[src/rtl/shift_pkg.sv]
// -----------------------------------------------------------------------------
// shift_pkg
// Shared definitions for the shift_engine datapath:
//   - operation codes presented on the 3-bit op input
//   - IDLE/RUN state encoding of the sequencing FSM
//   - helper that classifies an op code as a shifting operation
// -----------------------------------------------------------------------------
package shift_pkg;

  localparam logic [2:0] OP_LOAD = 3'd0;  // parallel load
  localparam logic [2:0] OP_SHL  = 3'd1;  // logical left, SL fill
  localparam logic [2:0] OP_SHR  = 3'd2;  // logical right, SR fill
  localparam logic [2:0] OP_SAR  = 3'd3;  // arithmetic right, sign fill
  localparam logic [2:0] OP_ROL  = 3'd4;  // rotate left
  localparam logic [2:0] OP_ROR  = 3'd5;  // rotate right
  // 3'd6 and 3'd7 are reserved and behave as a no-op with done

  typedef enum logic {
    ST_IDLE = 1'b0,
    ST_RUN  = 1'b1
  } state_t;

  function automatic logic is_shift_op(input logic [2:0] op);
    return (op >= OP_SHL) && (op <= OP_ROR);
  endfunction

endpackage

[src/rtl/shift_step.sv]
// -----------------------------------------------------------------------------
// shift_step
// Combinational single-step shifter: moves q by s positions according to op.
// Fill bits entering on a multi-position step are replicated s times.
// Ports:
//   q      in  WIDTH  current register contents
//   op     in  3      operation (shift_pkg op codes); non-shift ops pass q
//   s      in  SW     positions to move this step (1..STEP; 0 passes q)
//   SR     in  1      fill bit entering at the MSB on logical right shifts
//   SL     in  1      fill bit entering at the LSB on logical left shifts
//   q_next out WIDTH  shifted value
// -----------------------------------------------------------------------------
module shift_step
  import shift_pkg::*;
#(
  parameter int WIDTH = 32,
  parameter int SW    = 6
) (
  input  logic [WIDTH-1:0] q,
  input  logic [2:0]       op,
  input  logic [SW-1:0]    s,
  input  logic             SR,
  input  logic             SL,
  output logic [WIDTH-1:0] q_next
);

  logic [WIDTH-1:0] ones;
  logic [WIDTH-1:0] fill_lo;  // low s bits set
  logic [WIDTH-1:0] fill_hi;  // high s bits set
  int unsigned      sh;

  always_comb begin
    sh      = 32'(s);
    ones    = '1;
    fill_lo = ~(ones << sh);
    fill_hi = ~(ones >> sh);
    q_next  = q;
    case (op)
      OP_SHL:  q_next = (q << sh) | (SL ? fill_lo : '0);
      OP_SHR:  q_next = (q >> sh) | (SR ? fill_hi : '0);
      OP_SAR:  q_next = $unsigned($signed(q) >>> sh);
      // A shift by WIDTH yields zero, so s == WIDTH rotates back to q.
      OP_ROL:  q_next = (q << sh) | (q >> (32'(WIDTH) - sh));
      OP_ROR:  q_next = (q >> sh) | (q << (32'(WIDTH) - sh));
      default: q_next = q;
    endcase
  end

endmodule

[src/rtl/shift_engine.sv]
// -----------------------------------------------------------------------------
// shift_engine
// Multi-cycle shift/rotate engine. A request is accepted in IDLE; shift ops with
// a non-zero amount run in RUN, moving up to STEP positions per clock until the
// remaining count reaches zero, then pulse done for one cycle.
//
// Handshake: start is sampled only while busy=0 (IDLE). op, amt and pdata are
// captured on the accepting edge; later changes are ignored. done is a
// one-cycle pulse in the cycle after the final edge, during which the engine is
// IDLE again and a new start is accepted (zero bubble). A start while busy=1 is
// dropped, not queued.
//
// Ports:
//   clk        in  1      rising-edge clock
//   clear      in  1      asynchronous active-high reset (aborts any operation)
//   start      in  1      request
//   op         in  3      operation
//   amt        in  AW     shift count 0..WIDTH-1
//   pdata      in  WIDTH  parallel load data
//   SR, SL     in  1      fill bits, sampled live each shift cycle
//   q          out WIDTH  register contents
//   busy       out 1      high while RUN
//   done       out 1      completion pulse
//   dbg_state  out state  FSM state for observation
// -----------------------------------------------------------------------------
module shift_engine
  import shift_pkg::*;
#(
  parameter  int WIDTH = 32,
  parameter  int STEP  = 1,
  localparam int AW    = $clog2(WIDTH)
) (
  input  logic             clk,
  input  logic             clear,
  input  logic             start,
  input  logic [2:0]       op,
  input  logic [AW-1:0]    amt,
  input  logic [WIDTH-1:0] pdata,
  input  logic             SR,
  input  logic             SL,
  output logic [WIDTH-1:0] q,
  output logic             busy,
  output logic             done,
  output state_t           dbg_state
);

  // One extra bit so that STEP == WIDTH is representable.
  localparam int           SW     = AW + 1;
  localparam logic [SW-1:0] STEP_C = SW'(STEP);

  state_t           state_q, state_d;
  logic [AW-1:0]    rem_q, rem_d;
  logic [2:0]       op_q, op_d;
  logic [WIDTH-1:0] q_q, q_d;
  logic             busy_q, busy_d;
  logic             done_q, done_d;

  logic [SW-1:0]    rem_ext;
  logic [SW-1:0]    s;
  logic [WIDTH-1:0] step_q;

  // Positions moved this cycle: min(STEP, rem).
  always_comb begin
    rem_ext = {1'b0, rem_q};
    s       = (rem_ext < STEP_C) ? rem_ext : STEP_C;
  end

  shift_step #(
    .WIDTH (WIDTH),
    .SW    (SW)
  ) u_step (
    .q      (q_q),
    .op     (op_q),
    .s      (s),
    .SR     (SR),
    .SL     (SL),
    .q_next (step_q)
  );

  always_comb begin
    state_d = state_q;
    rem_d   = rem_q;
    op_d    = op_q;
    q_d     = q_q;
    busy_d  = busy_q;
    done_d  = 1'b0;
    case (state_q)
      ST_IDLE: begin
        if (start) begin
          if (op == OP_LOAD) begin
            q_d    = pdata;
            done_d = 1'b1;
          end else if (is_shift_op(op) && (amt != '0)) begin
            op_d    = op;
            rem_d   = amt;
            state_d = ST_RUN;
            busy_d  = 1'b1;
          end else begin
            // Zero amount or reserved op: complete immediately, q untouched.
            done_d = 1'b1;
          end
        end
      end
      ST_RUN: begin
        q_d   = step_q;
        // s <= rem by construction, so this never wraps.
        rem_d = AW'(rem_ext - s);
        if (rem_ext == s) begin
          state_d = ST_IDLE;
          busy_d  = 1'b0;
          done_d  = 1'b1;
        end
      end
      default: begin
        state_d = ST_IDLE;
        busy_d  = 1'b0;
      end
    endcase
  end

  always_ff @(posedge clk or posedge clear) begin
    if (clear) begin
      state_q <= ST_IDLE;
      rem_q   <= '0;
      op_q    <= OP_LOAD;
      q_q     <= '0;
      busy_q  <= 1'b0;
      done_q  <= 1'b0;
    end else begin
      state_q <= state_d;
      rem_q   <= rem_d;
      op_q    <= op_d;
      q_q     <= q_d;
      busy_q  <= busy_d;
      done_q  <= done_d;
    end
  end

  assign q         = q_q;
  assign busy      = busy_q;
  assign done      = done_q;
  assign dbg_state = state_q;

endmodule

[config.mk]
export PLATFORM = sky130hd
export DESIGN_NAME = shift_engine
export DESIGN_NICKNAME = d
export VERILOG_FILES = /design/src/rtl/shift_pkg.sv /design/src/rtl/shift_step.sv /design/src/rtl/shift_engine.sv
export SDC_FILE = /design/constraint.sdc
export NUM_CORES = 1
export LEC_CHECK = 0
export BUFFER_PORTS_ARGS = -buffer_cell sky130_fd_sc_hd__buf_2
export CORE_ASPECT_RATIO = 0.7
export CORE_MARGIN = 5
export CORE_UTILIZATION = 40
export DETAILED_ROUTE_END_ITERATION = 10
export SYNTH_ARGS = -nofsm -noshare
export SYNTH_HDL_FRONTEND = slang
export SYNTH_SLANG_ARGS = --single-unit
[constraint.sdc]
create_clock -name clk -period 3.8 [get_ports clk]
set_input_delay 0.38 -clock clk [delete_from_list [all_inputs] [get_ports clk]]
set_output_delay 0.38 -clock clk [all_outputs]
set_load 0.1 [all_outputs]
==> results of run 1 <==
==> per-stage QoR <==
step / area (sq um) / setup slack, ns / hold WS [ns] / cells
after global placement: 5329 / 0.8576 / 0.4914 / 810
after CTS: 5485 / 0.8347 / 0.3158 / 818
after detailed placement: 5329 / 0.8465 / 0.5058 / 810
after floorplan: 4803 / 0.1633 / 0.4968 / 607
final: 5485 / 0.7446 / 0.3155 / 818
after global routing: 5485 / 0.6069 / 0.3496 / 818
==> cell type report <==
cell class                      instances  area (sq um)  share of cell area
Timing Repair Buffer                  102         568.0              0.1036
Sequential cell                        43          1076              0.1962
Clock buffer                            8         156.4             0.02851
Multi-Input combinational cell        498          3451              0.6291
Tap cell                              157         196.4             0.03581
Inverter                               10         37.54            0.006843
==> worst max-delay path by stage <==
stage,from,endpoint,slack (ns),depth (start not counted)
finish,rem_q[1],q[2],0.74,10
global route,rem_q[1],q[5],0.61,11
CTS,rem_q[1],q[5],0.83,11
detailed placement,rem_q[1],q[5],0.85,11
global placement,rem_q[1],q[5],0.86,11
floorplan,rem_q[1],q[14],0.16,16
==> layout by cell type (no fill, tap or decap), types with 6 or more instances in the layout <==
cell / netlist / routed
dfrtp_1: 43 / 43
a211oi_1: 13 / 13
buf_4: 1 / 23
o31ai_1: 7 / 7
a22oi_1: 9 / 9
or3_1: 9 / 9
nand3_1: 32 / 32
a32oi_1: 7 / 6
mux2_2: 7 / 7
a21oi_1: 56 / 56
mux2i_1: 16 / 16
o21ai_0: 30 / 30
inv_1: 7 / 6
mux4_2: 27 / 27
ha_1: 6 / 6
buf_2: 13 / 79
a31oi_1: 16 / 16
a311oi_1: 6 / 6
nand2_1: 85 / 85
o211ai_1: 7 / 7
nor2_1: 37 / 37
and3_1: 15 / 15
nand4_1: 10 / 10
a221oi_1: 13 / 13
nor3_1: 9 / 9
==> registers in the layout, summed over array words and instances (netlist names) <==
register   count
q             32
rem_q          5
op_q           3
done           1
dbg_state      1
busy           1
==> critical path: stages (launching register included) <==
cell and delay (ns):
dfrtp_1 0.45, nor3_2 0.26, nand2_2 0.11, inv_2 0.07, ha_1 0.16, inv_1 0.06, ha_1 0.44, buf_4 0.23
nor3_1 0.73, a22oi_1 0.21, a31oi_1 0.25
==> per-layer routing <==
layer | up-vias | track usage | part of all wire
met3 | 49 | 0.08023 | 0.13
met5 | - | 0 | 0.00031
met2 | 450 | 0.4228 | 0.40
li1 | 2445 | - | -
met4 | 2 | 0.06627 | 0.020
met1 | 2786 | 0.4786 | 0.44
==> cell families (layout without fill, tap and decap cells) <==
group,count (synthesis),count (layout)
muxes,50,50
DFF,43,43
and+or+nand+nor,222,222
buffers and inverters,66,120
other,2,4
xor gates and xnor gates,1,1
AOI/OAI and AO/OA,215,215
adders and majority gates,6,6
==> results.ini, run 1 <==
[clock_tree]
cts.sinks = 43
numCtsBuffers = 5
cts-resized-gates = 0
clk_pin_slew_worst_paths_ns = 0.07
clock_path_buffers = 2
htree_levels = 2
cts_setup_buffers = 0
root_buffer = clkbuf_16
tritoncts = built
clock_latency_ns = 0.30
ctsHoldBuffers = 0

[synth]
synth.area.top_cells = dfrtp_1 22%, mux4_2 13%, nand2_1 6.7%
synthXorXnorAreaFrac = 0.001826
synth-simple-area-share = 0.2186
yosysWarnings = 0
yosysTopAreaCell = dfrtp_1
synth_compound_area_frac = 0.3021
ys_ff_latch = 43
synthTopCellsByCount = 85 x nand2_1, 56 x a21oi_1, 43 x dfrtp_1, 37 x nor2_1, 34 x clkbuf_1
synth_top_area_frac = 0.2244
ys_types = 66
syn_area_per_cell_sq_um = 7.927
synthAdderAreaFrac = 0.01565
synth_top_family_by_area = compound AO/OA/AOI/OAI gates
ys.flop_type = dfrtp_1
synth_edf_count = 0
syn_inst = 605
ys_seq_area_frac = 0.2244
synthMuxAreaShare = 0.1766
async_flop_share = 1.000
synth.most_common_cell = nand2_1
netlist_area_sq_mm = 0.004796

[critical_path]
worst_setup_path_start_kind = flop
crit-reg2reg-launch = rem_q[1]
worstPathMaxFanout = 11
cp.arrival_ns = 3.27
rr_endpoint = q[2]
rr_worst_depth = 10
cp-end-kind = flop
ff2ff_setup_slack_ns = 0.74
crit_type = reg2reg
cp.required_ns = 4.01

[global_route]
grt_use_total = 0.3078
grt_pass1_wl_um = 33730
overflow = 0
grt_pass1_vias = 5368
grt_max_degree = 45
antenna_found_initial = 1

[die]
initial_core_util = 0.4090
die_y_um = 101.6
fp.coreArea_sq_mm = 0.01173
die_x_um = 140.9
pin_count = 80
die_area_sq_mm = 0.01431
rows = 33

[routing]
drc = 0
drtIter0Drc = 1003
final_antenna_net_count = 0
dr.pass1.iters = 6
totalWireLength_um = 22350
drt-vias-per-instance = 7.007
vias = 5732
routedWlPerCell_um = 27.32

[layout]
area_growth_syn_to_layout_pct = 14.38
finalNetCount = 711
drive_gt1_frac = 0.2375
fill_cells = 1197
final_core_util = 0.4678
antenna-diode-count = 0

[timing]
fin_crit_sh = 0.8041
setup_viol = 0
setup_tns_ns = 0
hold_viol = 0
worstMarginPinSlew_ns = 1.021
slew_viol_final = 0
timing.slew.headroom = 0.3184
clock_skew_ns = 0.007251
period_needed_ns = 3.055
fmax_ghz = 0.3273
rsz0062_at_grt = false

[placement]
place_congestion = 1.022
portBuffers = 79
dp_hpwl_um = 15590

[flow_run]
cap_violations = 0

[worst_hold_path]
hp-class = in2reg
min-delay-start = op[0]
min_path_cells = 3
hold_path_end = op_q[0]

[status]
status = completed

Power of run 1 is left out: the tool's default activity adds up to more than one toggle a clock period on the data nets, which glitch-free logic cannot reach.
==> inputs of run 2 (changes only) <==
==> constraint.sdc (replaced) <==
create_clock -name clk -period 2.9 [get_ports clk]
set_input_delay 0.29 -clock clk [delete_from_list [all_inputs] [get_ports clk]]
set_output_delay 0.29 -clock clk [all_outputs]
set_load 0.1 [all_outputs]
==> results.ini, run 2 (synthesized netlist as in run 1, its figures left out) <==
[worst_hold_path]
hold_path_end = op_q[0]
min_path_cells = 3
min-delay-start = op[0]
hp-class = in2reg

[timing]
slew_viol_final = 0
setup_viol = 0
rsz0062_at_grt = false
hold_viol = 0
period_needed_ns = 2.777
worstMarginPinSlew_ns = 1.052
fin_crit_sh = 0.9574
timing.slew.headroom = 0.2977
setup_tns_ns = 0
fmax_ghz = 0.3602
clock_skew_ns = 0.005665

[die]
initial_core_util = 0.4090
fp.coreArea_sq_mm = 0.01173
die_y_um = 101.6
die_area_sq_mm = 0.01431
pin_count = 80
die_x_um = 140.9
rows = 33

[clock_tree]
clk_pin_slew_worst_paths_ns = 0.06
tritoncts = built
clock_path_buffers = 2
cts.sinks = 43
ctsHoldBuffers = 0
clock_latency_ns = 0.29
numCtsBuffers = 5
cts_setup_buffers = 0
htree_levels = 2
root_buffer = clkbuf_16
cts-resized-gates = 0

[critical_path]
worst_setup_path_start_kind = flop
critPathSlowestCell = o31ai_1
cp-end-kind = flop
rr_worst_depth = 8
crit_start = rem_q[4]
cp_top_family = simple AND/OR/NAND/NOR gates
cp_num_buf_inv = 1
worstPathMaxFanout = 22
crit_type = reg2reg
rr_endpoint = q[1]
slowest_delay_ns = 0.55
ff2ff_setup_slack_ns = 0.12
cp.arrival_ns = 2.98
crit-reg2reg-launch = rem_q[4]
cp.required_ns = 3.11
crit_chain = nor3_4 > nand2_2 > ha_4 > buf_4 > o31ai_1 > mux2i_1 > or3_1 > a41oi_1

[global_route]
grt_use_total = 0.3250
grt_pass1_vias = 5557
grt_pass1_wl_um = 35260
overflow = 0
antenna_found_initial = 0
grt_max_degree = 45

[status]
status = completed

[routing]
drtIter0Drc = 765
routedWlPerCell_um = 27.98
totalWireLength_um = 23420
drc = 0
dr.pass1.iters = 6
drt-vias-per-instance = 7.031
final_antenna_net_count = 0
vias = 5885

[placement]
placed_area_sq_mm = 0.005584
dp_hpwl_um = 16970
place_congestion = 0.9874
portBuffers = 79

[layout]
most-common-layout-cells = 85 x nand2_1, 79 x buf_2, 56 x a21oi_1, 43 x dfrtp_1, 39 x buf_4
largest_reg_flops = 32
antenna-diode-count = 0
fill_cells = 1206
drive_gt1_frac = 0.2632
finalNetCount = 732
final_area_sq_mm = 0.005725
layout_commonest_cell = nand2_1
area_growth_syn_to_layout_pct = 19.38

[flow_run]
cap_violations = 0

-- run 2: changes by cell type in the layout (fill, tap and decap cells not counted), moves of 2 or more --
| cell | change |
|---|---|
| buf_12 | +5 |
| buf_4 | +16 |
| clkbuf_8 | -2 |
| ha_1 | -2 |
| ha_4 | +2 |
| inv_2 | -2 |
| inv_6 | +2 |
-- run 2: cell type report --
class | count | area [sq um] | area share
Timing Repair Buffer | 123 | 788.3 | 0.1377
Inverter | 10 | 47.55 | 0.008304
Multi-Input combinational cell | 498 | 3488 | 0.6093
Sequential cell | 43 | 1076 | 0.1879
Clock buffer | 6 | 128.9 | 0.02251
Tap cell | 157 | 196.4 | 0.03431
-- run 2: worst max path at each step --
stage	to	slack (ns)	cells after the start
3_5_place_dp	q[13]	0.12	11
3_3_place_gp	q[13]	0.16	11
4_1_cts	q[29]	0.07	11
6_report	q[1]	0.12	8
2_1_floorplan	q[14]	-0.001	13
5_1_grt	q[22]	0.03	12
-- run 2: worst reg2reg max path, delay by kind of cell, from the launching register on --
family                     cells  cell delay [ns]
buffers and inverters          1             0.25
AOI/OAI and AO/OA              2             0.73
and+or+nand+nor                3             0.78
muxes                          1             0.15
DFF                            1             0.47
adders and majority gates      1             0.32
-- run 2: metrics by stage --
| stage | hold slack [ns] | util | setup slack, ns | instances |
|---|---|---|---|---|
| after detailed placement | 0.5163 | 0.4762 | 0.1216 | 831 |
| after floorplan | 0.4068 | - | -0.001019 | 607 |
| after global placement | 0.4863 | 0.4762 | 0.1564 | 831 |
| after global routing | 0.2569 | 0.4883 | 0.03170 | 837 |
| after CTS | 0.2361 | 0.4872 | 0.07293 | 837 |
| final | 0.2391 | 0.4883 | 0.1235 | 837 |
-- run 2: layer usage --
layer | part of all wire | track usage | wire length (um)
met5 | 0 | 0 | 0
met4 | 0.027 | 0.08116 | 630
met3 | 0.13 | 0.1133 | 3060
met2 | 0.40 | 0.4537 | 9381
met1 | 0.44 | 0.4780 | 10350
Power of run 2 is left out for the same reason.
==> inputs of run 3 (changes only) <==
--- a/config.mk
+++ b/config.mk
@@ -5,6 +5,7 @@
 export SDC_FILE = /design/constraint.sdc
 export NUM_CORES = 1
 export LEC_CHECK = 0
+export ABC_AREA = 1
 export BUFFER_PORTS_ARGS = -buffer_cell sky130_fd_sc_hd__buf_2
 export CORE_ASPECT_RATIO = 0.7
 export CORE_MARGIN = 5
==> results.ini, run 3 <==
[layout]
antenna-diode-count = 0
area_growth_syn_to_layout_pct = 13.90
largest_reg_flops = 32
finalNetCount = 982
most-common-layout-cells = 282 x nand2_1, 110 x nand3_1, 79 x buf_2, 75 x inv_1, 67 x nor2_1
fill_cells = 1363
drive_gt1_frac = 0.2017
layout_commonest_cell = nand2_1

[synth]
synth_edf_count = 0
synth.area.top_cells = dfrtp_1 21%, nand2_1 21%, nand3_1 11%
ys_types = 44
syn_inst = 866
async_flop_share = 1.000
netlist_area_sq_mm = 0.005057
ys_seq_area_frac = 0.2128
ys_ff_latch = 43
synth.most_common_cell = nand2_1
synthTopCellsByCount = 283 x nand2_1, 110 x nand3_1, 77 x inv_1, 67 x nor2_1, 58 x a21oi_1
ys.flop_type = dfrtp_1
synth_top_area_frac = 0.2128
yosysWarnings = 0
syn_area_per_cell_sq_um = 5.840
yosysTopAreaCell = dfrtp_1

[critical_path]
worstPathMaxFanout = 10
rr_worst_depth = 17
rr_endpoint = q[30]
slowest_delay_ns = 0.42
cp.required_ns = 3.09
ff2ff_setup_slack_ns = 0.21
cp.arrival_ns = 2.88
crit_chain = nor2_4 > nand2_4 > nor2_8 > ha_1 > inv_2 > ha_1 > inv_1 > buf_4 > nand3_1 > nand2_1 > nand2_1 > nand3_1 > nand2_1 > nand2_1 > nand2_1 > nand2_1 > nand2_1
crit-reg2reg-launch = rem_q[1]
cp-end-kind = flop
worst_setup_path_start_kind = flop
critPathSlowestCell = dfrtp_1
cpMostUsedCell = nand2_1
crit_type = reg2reg

[die]
initial_core_util = 0.4071
rows = 34
pin_count = 80
die_area_sq_mm = 0.01503
fp.coreArea_sq_mm = 0.01242
die_x_um = 144.4
die_y_um = 104.1

[placement]
portBuffers = 79
place_congestion = 1.006
dp_hpwl_um = 15790
dp_worst_setup_slack_ns = 0.2829

[clock_tree]
cts_setup_buffers = 0
cts.sinks = 43
clock_latency_ns = 0.30
clock_path_buffers = 2
tritoncts = built
root_buffer = clkbuf_16
ctsHoldBuffers = 0
htree_levels = 2
clk_pin_slew_worst_paths_ns = 0.07
numCtsBuffers = 5
cts-resized-gates = 0

[routing]
drc = 0
drtIter0Drc = 857
dr_wl_met2_um = 7783
route.met3.wl_um = 2561
final_antenna_net_count = 0
dr.pass1.iters = 7
drt-vias-per-instance = 5.658
highest_layer = met4
wl_met1_um = 9520
vias = 6190
totalWireLength_um = 20530
routedWlPerCell_um = 18.76

[timing]
worstMarginPinSlew_ns = 0.9592
fin_ws_ns = 0.2127
setup_tns_ns = 0
slew_viol_final = 0
setup_viol = 0
fmax_ghz = 0.3721
period_needed_ns = 2.687
hold_viol = 0
fin_crit_sh = 0.9267
clock_skew_ns = 0.004259
rsz0062_at_grt = false
timing.slew.headroom = 0.3596

[flow_run]
cap_violations = 0

[global_route]
grt_use_total = 0.2693
grt_pass1_vias = 5695
grt_max_degree = 48
antenna_found_initial = 0
grt_pass1_wl_um = 31780
overflow = 0

[status]
status = completed

[worst_hold_path]
hp-class = in2async

[run 3: cell types whose count changed in the layout (fill, tap and decap cells not counted), moves of 13 or more]
cell / change
o211ai_1: +16
o21ai_1: +14
nor2_1: +30
inv_2: +16
nand3_1: +78
and3_1: -15
nand2_2: +30
a221oi_1: -13
inv_1: +69
mux2i_1: -16
nand2_1: +197
mux4_2: -27
buf_4: -19
[run 3: layout make-up]
class	count	area (sq um)	area share
Clock buffer	6	128.9	0.02237
Clock inverter	2	12.51	0.002172
Inverter	92	345.3	0.05995
Multi-Input combinational cell	686	3369	0.5849
Sequential cell	43	1076	0.1868
Tap cell	162	202.7	0.03519
Timing Repair Buffer	103	625.6	0.1086
[run 3: worst max path at each step]
stage	from	end	slack, ns	cells after the start
finish	rem_q[1]	q[30]	0.21	17
global route	rem_q[1]	q[14]	0.05	16
CTS	rem_q[1]	q[30]	0.26	17
detailed placement	rem_q[1]	q[30]	0.28	17
global placement	rem_q[1]	q[30]	0.30	18
floorplan	rem_q[4]	q[10]	0.007	19
[run 3: cell families (layout without fill, tap and decap cells)]
| kind of cell | count (synthesis) | count (layout) | synth area share |
|---|---|---|---|
| compound gates | 152 | 152 | 0.1816 |
| xor+xnor | 1 | 1 | 0.001732 |
| fa+ha+maj | 6 | 6 | 0.01484 |
| buf+inv | 139 | 203 | 0.1230 |
| flops | 43 | 43 | 0.2128 |
| other cells | 2 | 4 | 0.001485 |
| simple gates | 523 | 523 | 0.4646 |
[run 3: metrics by stage]
step | instances | utilization | area (sq um) | hold WS (ns)
floorplan | 868 | - | 5070 | 0.4110
global placement | 1086 | 0.4524 | 5619 | 0.4882
detailed placement | 1086 | 0.4524 | 5619 | 0.4946
CTS | 1094 | 0.4637 | 5761 | 0.2235
global route | 1094 | 0.4637 | 5761 | 0.2214
finish | 1094 | 0.4637 | 5761 | 0.2089
[run 3: worst max-delay path, delay by kind of cell, from the launching register on]
kind / cells / cell delay [ns]
flip-flops: 1 / 0.42
adder cells (fa/ha/maj): 2 / 0.50
buffers and inverters: 3 / 0.61
AND/OR/NAND/NOR: 12 / 1.05
[run 3: metal layers]
metal,up-vias,global-route usage
li1,2959,-
met1,2785,0.4144
met2,383,0.3553
met3,63,0.08548
met4,0,0.06924
met5,-,0
Power of run 3 is left out for the same reason.
